[src/rtl/imem_fetch_arbiter_if.sv]
// Handshake and memory-port bundle between the fetch stage, the loader,
// the fetch arbiter and the byte-wide instruction memory.
interface imem_fetch_arbiter_if #(
  parameter int DW    = 32,
  parameter int ADDRW = 9
);
  logic             fetch_req;
  logic [DW-1:0]    fetch_addr;
  logic             fetch_ready;
  logic [DW-1:0]    instr;
  logic             instr_valid;
  logic             instr_err;
  logic             instr_ready;
  logic             load_valid;
  logic [ADDRW-1:0] load_addr;
  logic [7:0]       load_data;
  logic             load_ready;
  logic [ADDRW-1:0] mem_addr;
  logic             mem_we;
  logic [7:0]       mem_wdata;
  logic [7:0]       mem_rdata;
  logic             busy;

  modport slave (
    input  fetch_req, fetch_addr, instr_ready, load_valid, load_addr, load_data, mem_rdata,
    output fetch_ready, instr, instr_valid, instr_err, load_ready, mem_addr, mem_we, mem_wdata, busy
  );

  modport master (
    output fetch_req, fetch_addr, instr_ready, load_valid, load_addr, load_data, mem_rdata,
    input  fetch_ready, instr, instr_valid, instr_err, load_ready, mem_addr, mem_we, mem_wdata, busy
  );
endinterface

[src/rtl/imem_fetch_arbiter.sv]
// Shares a single-port byte-wide instruction memory between the core fetch path
// (4-byte big-endian instruction reads) and the program loader (byte writes).
module imem_fetch_arbiter #(
  parameter int NUMOFINST = 120,
  parameter int DW        = 32,
  parameter int WORDS     = NUMOFINST * 4,
  parameter int ADDRW     = $clog2(WORDS)
) (
  input  logic clk,
  input  logic rst_n,
  imem_fetch_arbiter_if.slave bus
);
  localparam logic [DW-1:0] NOP = DW'(32'h0000_0013);

  typedef enum logic [1:0] {IDLE, FETCH, LOAD, RESP} state_t;
  typedef enum logic {G_FETCH, G_LOAD} grant_t;

  state_t           state;
  grant_t           last_grant;
  logic [2:0]       cnt;
  logic [DW-9:0]    sh;
  logic             fetch_win, load_win, in_range;
  logic [DW:0]      end_addr;

  // On contention the requester that did not win last time goes first.
  always_comb begin
    fetch_win = bus.fetch_req && (!bus.load_valid || last_grant == G_LOAD);
    load_win  = bus.load_valid && !fetch_win;
    end_addr  = {1'b0, bus.fetch_addr} + (DW+1)'(3);
    in_range  = end_addr < (DW+1)'(WORDS);
  end

  assign bus.fetch_ready = rst_n && (state == IDLE) && fetch_win;
  assign bus.load_ready  = rst_n && (state == IDLE) && load_win;
  assign bus.busy        = (state != IDLE);

  always_ff @(posedge clk or negedge rst_n) begin
    if (!rst_n) begin
      state           <= IDLE;
      last_grant      <= G_LOAD;
      cnt             <= '0;
      sh              <= '0;
      bus.instr       <= '0;
      bus.instr_valid <= 1'b0;
      bus.instr_err   <= 1'b0;
      bus.mem_addr    <= '0;
      bus.mem_we      <= 1'b0;
      bus.mem_wdata   <= '0;
    end else begin
      case (state)
        IDLE: begin
          if (fetch_win) begin
            last_grant <= G_FETCH;
            cnt        <= '0;
            if (in_range) begin
              bus.mem_addr <= bus.fetch_addr[ADDRW-1:0];
              state        <= FETCH;
            end else begin
              bus.instr       <= NOP;
              bus.instr_err   <= 1'b1;
              bus.instr_valid <= 1'b1;
              state           <= RESP;
            end
          end else if (load_win) begin
            last_grant    <= G_LOAD;
            bus.mem_addr  <= bus.load_addr;
            bus.mem_wdata <= bus.load_data;
            bus.mem_we    <= 1'b1;
            state         <= LOAD;
          end
        end
        // Addresses go out on cnt 0..3, bytes return one cycle later on cnt 1..4.
        FETCH: begin
          cnt <= cnt + 3'd1;
          if (cnt < 3'd3) bus.mem_addr <= bus.mem_addr + ADDRW'(1);
          if (cnt != 3'd0) sh <= {sh[DW-17:0], bus.mem_rdata};
          if (cnt == 3'd4) begin
            bus.instr       <= {sh, bus.mem_rdata};
            bus.instr_err   <= 1'b0;
            bus.instr_valid <= 1'b1;
            state           <= RESP;
          end
        end
        LOAD: begin
          bus.mem_we <= 1'b0;
          state      <= IDLE;
        end
        RESP: begin
          if (bus.instr_ready) begin
            bus.instr_valid <= 1'b0;
            state           <= IDLE;
          end
        end
        default: state <= IDLE;
      endcase
    end
  end
endmodule
[src/flat_wrapper.sv]
// flat-port wrapper written by rule: the top's interface ports become plain ports
module imem_fetch_arbiter_flat 
#(
  parameter int NUMOFINST = 120,
  parameter int DW        = 32,
  parameter int WORDS     = NUMOFINST * 4,
  parameter int ADDRW     = $clog2(WORDS)
)
  (clk, rst_n, bus_fetch_req, bus_fetch_addr, bus_instr_ready, bus_load_valid, bus_load_addr, bus_load_data, bus_mem_rdata, bus_fetch_ready, bus_instr, bus_instr_valid, bus_instr_err, bus_load_ready, bus_mem_addr, bus_mem_we, bus_mem_wdata, bus_busy);
  imem_fetch_arbiter_if #(.DW(DW), .ADDRW(ADDRW)) bus_i ();
  input  logic clk;
  input  logic rst_n;
  input wire logic [$bits(bus_i.fetch_req)-1:0] bus_fetch_req;
  input wire logic [$bits(bus_i.fetch_addr)-1:0] bus_fetch_addr;
  input wire logic [$bits(bus_i.instr_ready)-1:0] bus_instr_ready;
  input wire logic [$bits(bus_i.load_valid)-1:0] bus_load_valid;
  input wire logic [$bits(bus_i.load_addr)-1:0] bus_load_addr;
  input wire logic [$bits(bus_i.load_data)-1:0] bus_load_data;
  input wire logic [$bits(bus_i.mem_rdata)-1:0] bus_mem_rdata;
  output wire logic [$bits(bus_i.fetch_ready)-1:0] bus_fetch_ready;
  output wire logic [$bits(bus_i.instr)-1:0] bus_instr;
  output wire logic [$bits(bus_i.instr_valid)-1:0] bus_instr_valid;
  output wire logic [$bits(bus_i.instr_err)-1:0] bus_instr_err;
  output wire logic [$bits(bus_i.load_ready)-1:0] bus_load_ready;
  output wire logic [$bits(bus_i.mem_addr)-1:0] bus_mem_addr;
  output wire logic [$bits(bus_i.mem_we)-1:0] bus_mem_we;
  output wire logic [$bits(bus_i.mem_wdata)-1:0] bus_mem_wdata;
  output wire logic [$bits(bus_i.busy)-1:0] bus_busy;
  assign bus_i.fetch_req = bus_fetch_req;
  assign bus_i.fetch_addr = bus_fetch_addr;
  assign bus_i.instr_ready = bus_instr_ready;
  assign bus_i.load_valid = bus_load_valid;
  assign bus_i.load_addr = bus_load_addr;
  assign bus_i.load_data = bus_load_data;
  assign bus_i.mem_rdata = bus_mem_rdata;
  assign bus_fetch_ready = bus_i.fetch_ready;
  assign bus_instr = bus_i.instr;
  assign bus_instr_valid = bus_i.instr_valid;
  assign bus_instr_err = bus_i.instr_err;
  assign bus_load_ready = bus_i.load_ready;
  assign bus_mem_addr = bus_i.mem_addr;
  assign bus_mem_we = bus_i.mem_we;
  assign bus_mem_wdata = bus_i.mem_wdata;
  assign bus_busy = bus_i.busy;
  imem_fetch_arbiter #(.NUMOFINST(NUMOFINST), .DW(DW), .WORDS(WORDS), .ADDRW(ADDRW)) u_core (.clk(clk), .rst_n(rst_n), .bus(bus_i));
endmodule
[config.mk]
export PLATFORM = sky130hd
export DESIGN_NAME = imem_fetch_arbiter_flat
export DESIGN_NICKNAME = d
export VERILOG_FILES = /design/src/rtl/imem_fetch_arbiter_if.sv /design/src/rtl/imem_fetch_arbiter.sv /design/src/flat_wrapper.sv
export SDC_FILE = /design/constraint.sdc
export NUM_CORES = 1
export LEC_CHECK = 0
export ABC_AREA = 1
export ABC_CLOCK_PERIOD_IN_PS = 2720
export BUFFER_PORTS_ARGS = -buffer_cell sky130_fd_sc_hd__buf_2
export CORE_ASPECT_RATIO = 1.75
export CORE_MARGIN = 2
export CORE_UTILIZATION = 45
export CTS_CLUSTER_DIAMETER = 200
export CTS_CLUSTER_SIZE = 12
export DETAILED_ROUTE_END_ITERATION = 12
export HOLD_SLACK_MARGIN = 0.06
export PLACE_DENSITY = 0.72
export SLEW_MARGIN = 20
export SYNTH_ARGS = -nofsm -noshare
export SYNTH_HDL_FRONTEND = slang
export SYNTH_SLANG_ARGS = --single-unit
[constraint.sdc]
create_clock -name clk -period 2.72 [get_ports clk]
set_input_delay 0.136 -clock clk [delete_from_list [all_inputs] [get_ports clk]]
set_output_delay 0.136 -clock clk [all_outputs]
set_load 0.01 [all_outputs]
==> out/results.ini <==
[synth]
yosys-top-cells-area = dfrtp_1, nand2_1, nor2_1
synthesis.nets = 768
yosys_warnings = 0
synthFlopType = dfrtp_1
ys_types = 34
syn_area_sq_um = 4830
yosysMostFrequentCell = nand2_1
ys_top_cells_by_count = nand2_1, nor2_1, inv_1
ys_ff_latch = 82
synth.avg_cell_area_sq_um = 6.87
synth_top_cell_area_share = 0.419
ys_seq_area_frac = 0.425
synth_edf_count = 0
synth_top_cell_by_area = dfrtp_1
synth_cells = 703
ys_async_sr_fraction = 1.00

[sta]
fmax_mhz = 427
setup_viol_count_final = 0
period_share = 0.861
setup-tns-final_ns = 0
fin_skew_ns = 0.00943
rsz0062_at_grt = no
whs_ns = 0.100
tightestPinTransition_ns = 0.747
fin_ws_ns = 0.377
drv_slew = 0
slew_headroom = 0.499
hold_viol = 0
period_needed_ns = 2.34

[status]
status = finished clean

[clocking]
cts_tree = done
cts_num_sinks = 82
cts_made_buffers = 9
ctsRootBufferMaster = clkbuf_16
insertion_delay_ns = 0.34
post_cts_buffers = 0
clk_path_buf_depth = 2
cts_resized = 0
htreeDepth = 3
cts-hold-fix-buffers = 9
path_clk_slew_ns = 0.06

[routing]
drt_iter0_markers = 242
via_count = 4804
vias_per_cell = 4.98
route.detailed.drc = 0
totalWireLength_mm = 14.1
first_pass_iters = 4
ant_nets = 0
wl_per_cell_um = 14.6

[worst_setup_path]
cp.arrival_ns = 2.21
setup.worst_path.start_class = register
max_stage_delay_ns = 0.59
cp_slowest_cell = o21ai_1
cp.required_ns = 2.58
crit_top_cell = nor2_1
path_cells = o21ai_1 > inv_1 > nor2_1 > nand2_1 > nor2_1 > buf_2
critPathKind = reg2out
end_kind = output port
crit_path_max_fanout = 10

[global_routing]
track_usage = 0.254
grt_pass1_wl_mm = 22.4
grt_max_degree = 55
overflow = 0
grt_pass1_vias = 4857
antenna_found_initial = 0

[hold_path]
hp-class = in2reg

[floorplanning]
coreArea_sq_um = 10600
start_util = 0.457
die_w_um = 82.3
die_y_um = 141
placementRows = 50
ioPinCount = 117
die_area_sq_um = 11600

[place]
gp_congestion = 0.989
dp.cells = 939
hpwl_mm = 11.3
dp_worst_setup_slack_ns = 0.380
dpl_cell_area_sq_um = 5550
io_buffers = 116

[power_and_ir_drop]
p_total_mw = 5.75
p_leak_nw = 3.23
irDropWorstVdd_v = 0.000555
powerDensity_nw_per_um2 = 972

[finish]
fin_nets = 894
fin_area_sq_um = 5910
instances_no_fill = 964
fillers = 1045
layout-drive-gt1-share = 0.199
areaGrowthSynthToFinish_pct = 22.4
antennaDiodeCount = 0
final_util = 0.559

[flow_run]
max_cap_viol_count = 0

[layer usage]
metal  GRT usage  vias up  part of all wire
li1            -     2451                 -
met1       0.239     2196              0.34
met2       0.499      125              0.58
met3      0.0480       32             0.043
met4       0.111        0             0.039
met5           0        -                 0
[critical path: cells and delay by family (launching register included)]
| family | cells | cell delay, ns |
|---|---|---|
| buf+inv | 2 | 0.31 |
| simple gates | 3 | 0.60 |
| compound gates | 1 | 0.59 |
| flops | 1 | 0.37 |
[power breakdown]
| part | internal (mW) | switching, mW | leakage (nW) |
|---|---|---|---|
| Combinational | 0.914 | 1.68 | 2.06 |
| Sequential | 1.75 | 0.305 | 1.04 |
| Clock | 0.638 | 0.469 | 0.131 |
[final cells by class]
class	instances	area, sq um	share of cell area
flip-flops and latches	82	2050	0.347
well taps	130	163	0.0275
repair buffers	136	756	0.128
clock buffers	11	243	0.0410
clock inverters	5	30.0	0.00508
multi-input cells	515	2350	0.398
inverters	85	319	0.0539
[worst paths after layout]
path                       slack [ns]            startpoint  cells past startpoint                       to
min reg2reg                      0.46  u_core.bus.instr[30]                      2     u_core.bus.instr[30]
max in group asynchronous        1.43                 rst_n                      3     u_core.bus.instr[23]
max reg2reg                      0.67     u_core.last_grant                      5  u_core.bus.mem_wdata[7]
max                              0.38     u_core.last_grant                      6           bus_load_ready
min                              0.10      bus_mem_rdata[7]                      3             u_core.sh[7]
min in group asynchronous        0.27                 rst_n                      2   u_core.bus.instr_valid
[placed cells by master, fill, tap and decap left out]
| cell type | netlist | routed |
|---|---|---|
| dlygate4sd3_1 | 0 | 9 |
| nand2_1 | 246 | 246 |
| nor4_1 | 1 | 1 |
| nand2_2 | 3 | 3 |
| clkbuf_16 | 0 | 9 |
| xor2_1 | 1 | 1 |
| nand2_4 | 1 | 1 |
| nor2_2 | 5 | 5 |
| buf_4 | 1 | 12 |
| buf_2 | 3 | 115 |
| nand4_4 | 1 | 1 |
| nand3_1 | 58 | 58 |
| nor2_1 | 96 | 96 |
| ha_1 | 3 | 3 |
| clkinvlp_4 | 0 | 2 |
| clkinv_2 | 0 | 3 |
| o21ai_1 | 1 | 1 |
| xnor2_1 | 1 | 1 |
| nand4_1 | 7 | 7 |
| a21oi_1 | 3 | 3 |
| mux2_2 | 8 | 8 |
| dfrtp_1 | 81 | 81 |
| clkbuf_8 | 0 | 1 |
| a21oi_2 | 1 | 1 |
| and2_1 | 2 | 2 |
| o211ai_1 | 1 | 1 |
| o21bai_1 | 4 | 4 |
| nand3b_1 | 10 | 10 |
| o21ai_0 | 48 | 48 |
| o22ai_1 | 4 | 4 |
| dfstp_2 | 1 | 1 |
| clkinv_1 | 1 | 1 |
| a211oi_1 | 2 | 2 |
| inv_1 | 84 | 84 |
| nor2_4 | 4 | 4 |
| nor3_1 | 4 | 4 |
| clkbuf_1 | 12 | 1 |
[registers in the layout, summed over array words and instances, names as in the netlist, 2 cells and up]
register / count
u_core.bus.mem_wdata: 8
u_core.cnt: 3
u_core.state: 2
u_core.bus.instr: 32
u_core.sh: 24
u_core.bus.mem_addr: 9
[logic make-up (layout without fill, tap and decap cells)]
group / after synthesis / after routing / share of synthesized area
and+or+nand+nor: 438 / 438 / 0.385
buffers and inverters: 106 / 237 / 0.0886
DFF: 82 / 82 / 0.425
AOI/OAI and AO/OA: 64 / 64 / 0.0717
muxes: 8 / 8 / 0.0186
adders and majority gates: 3 / 3 / 0.00777
xor gates and xnor gates: 2 / 2 / 0.00363
Note: power is estimated with default switching activity, not from simulation.
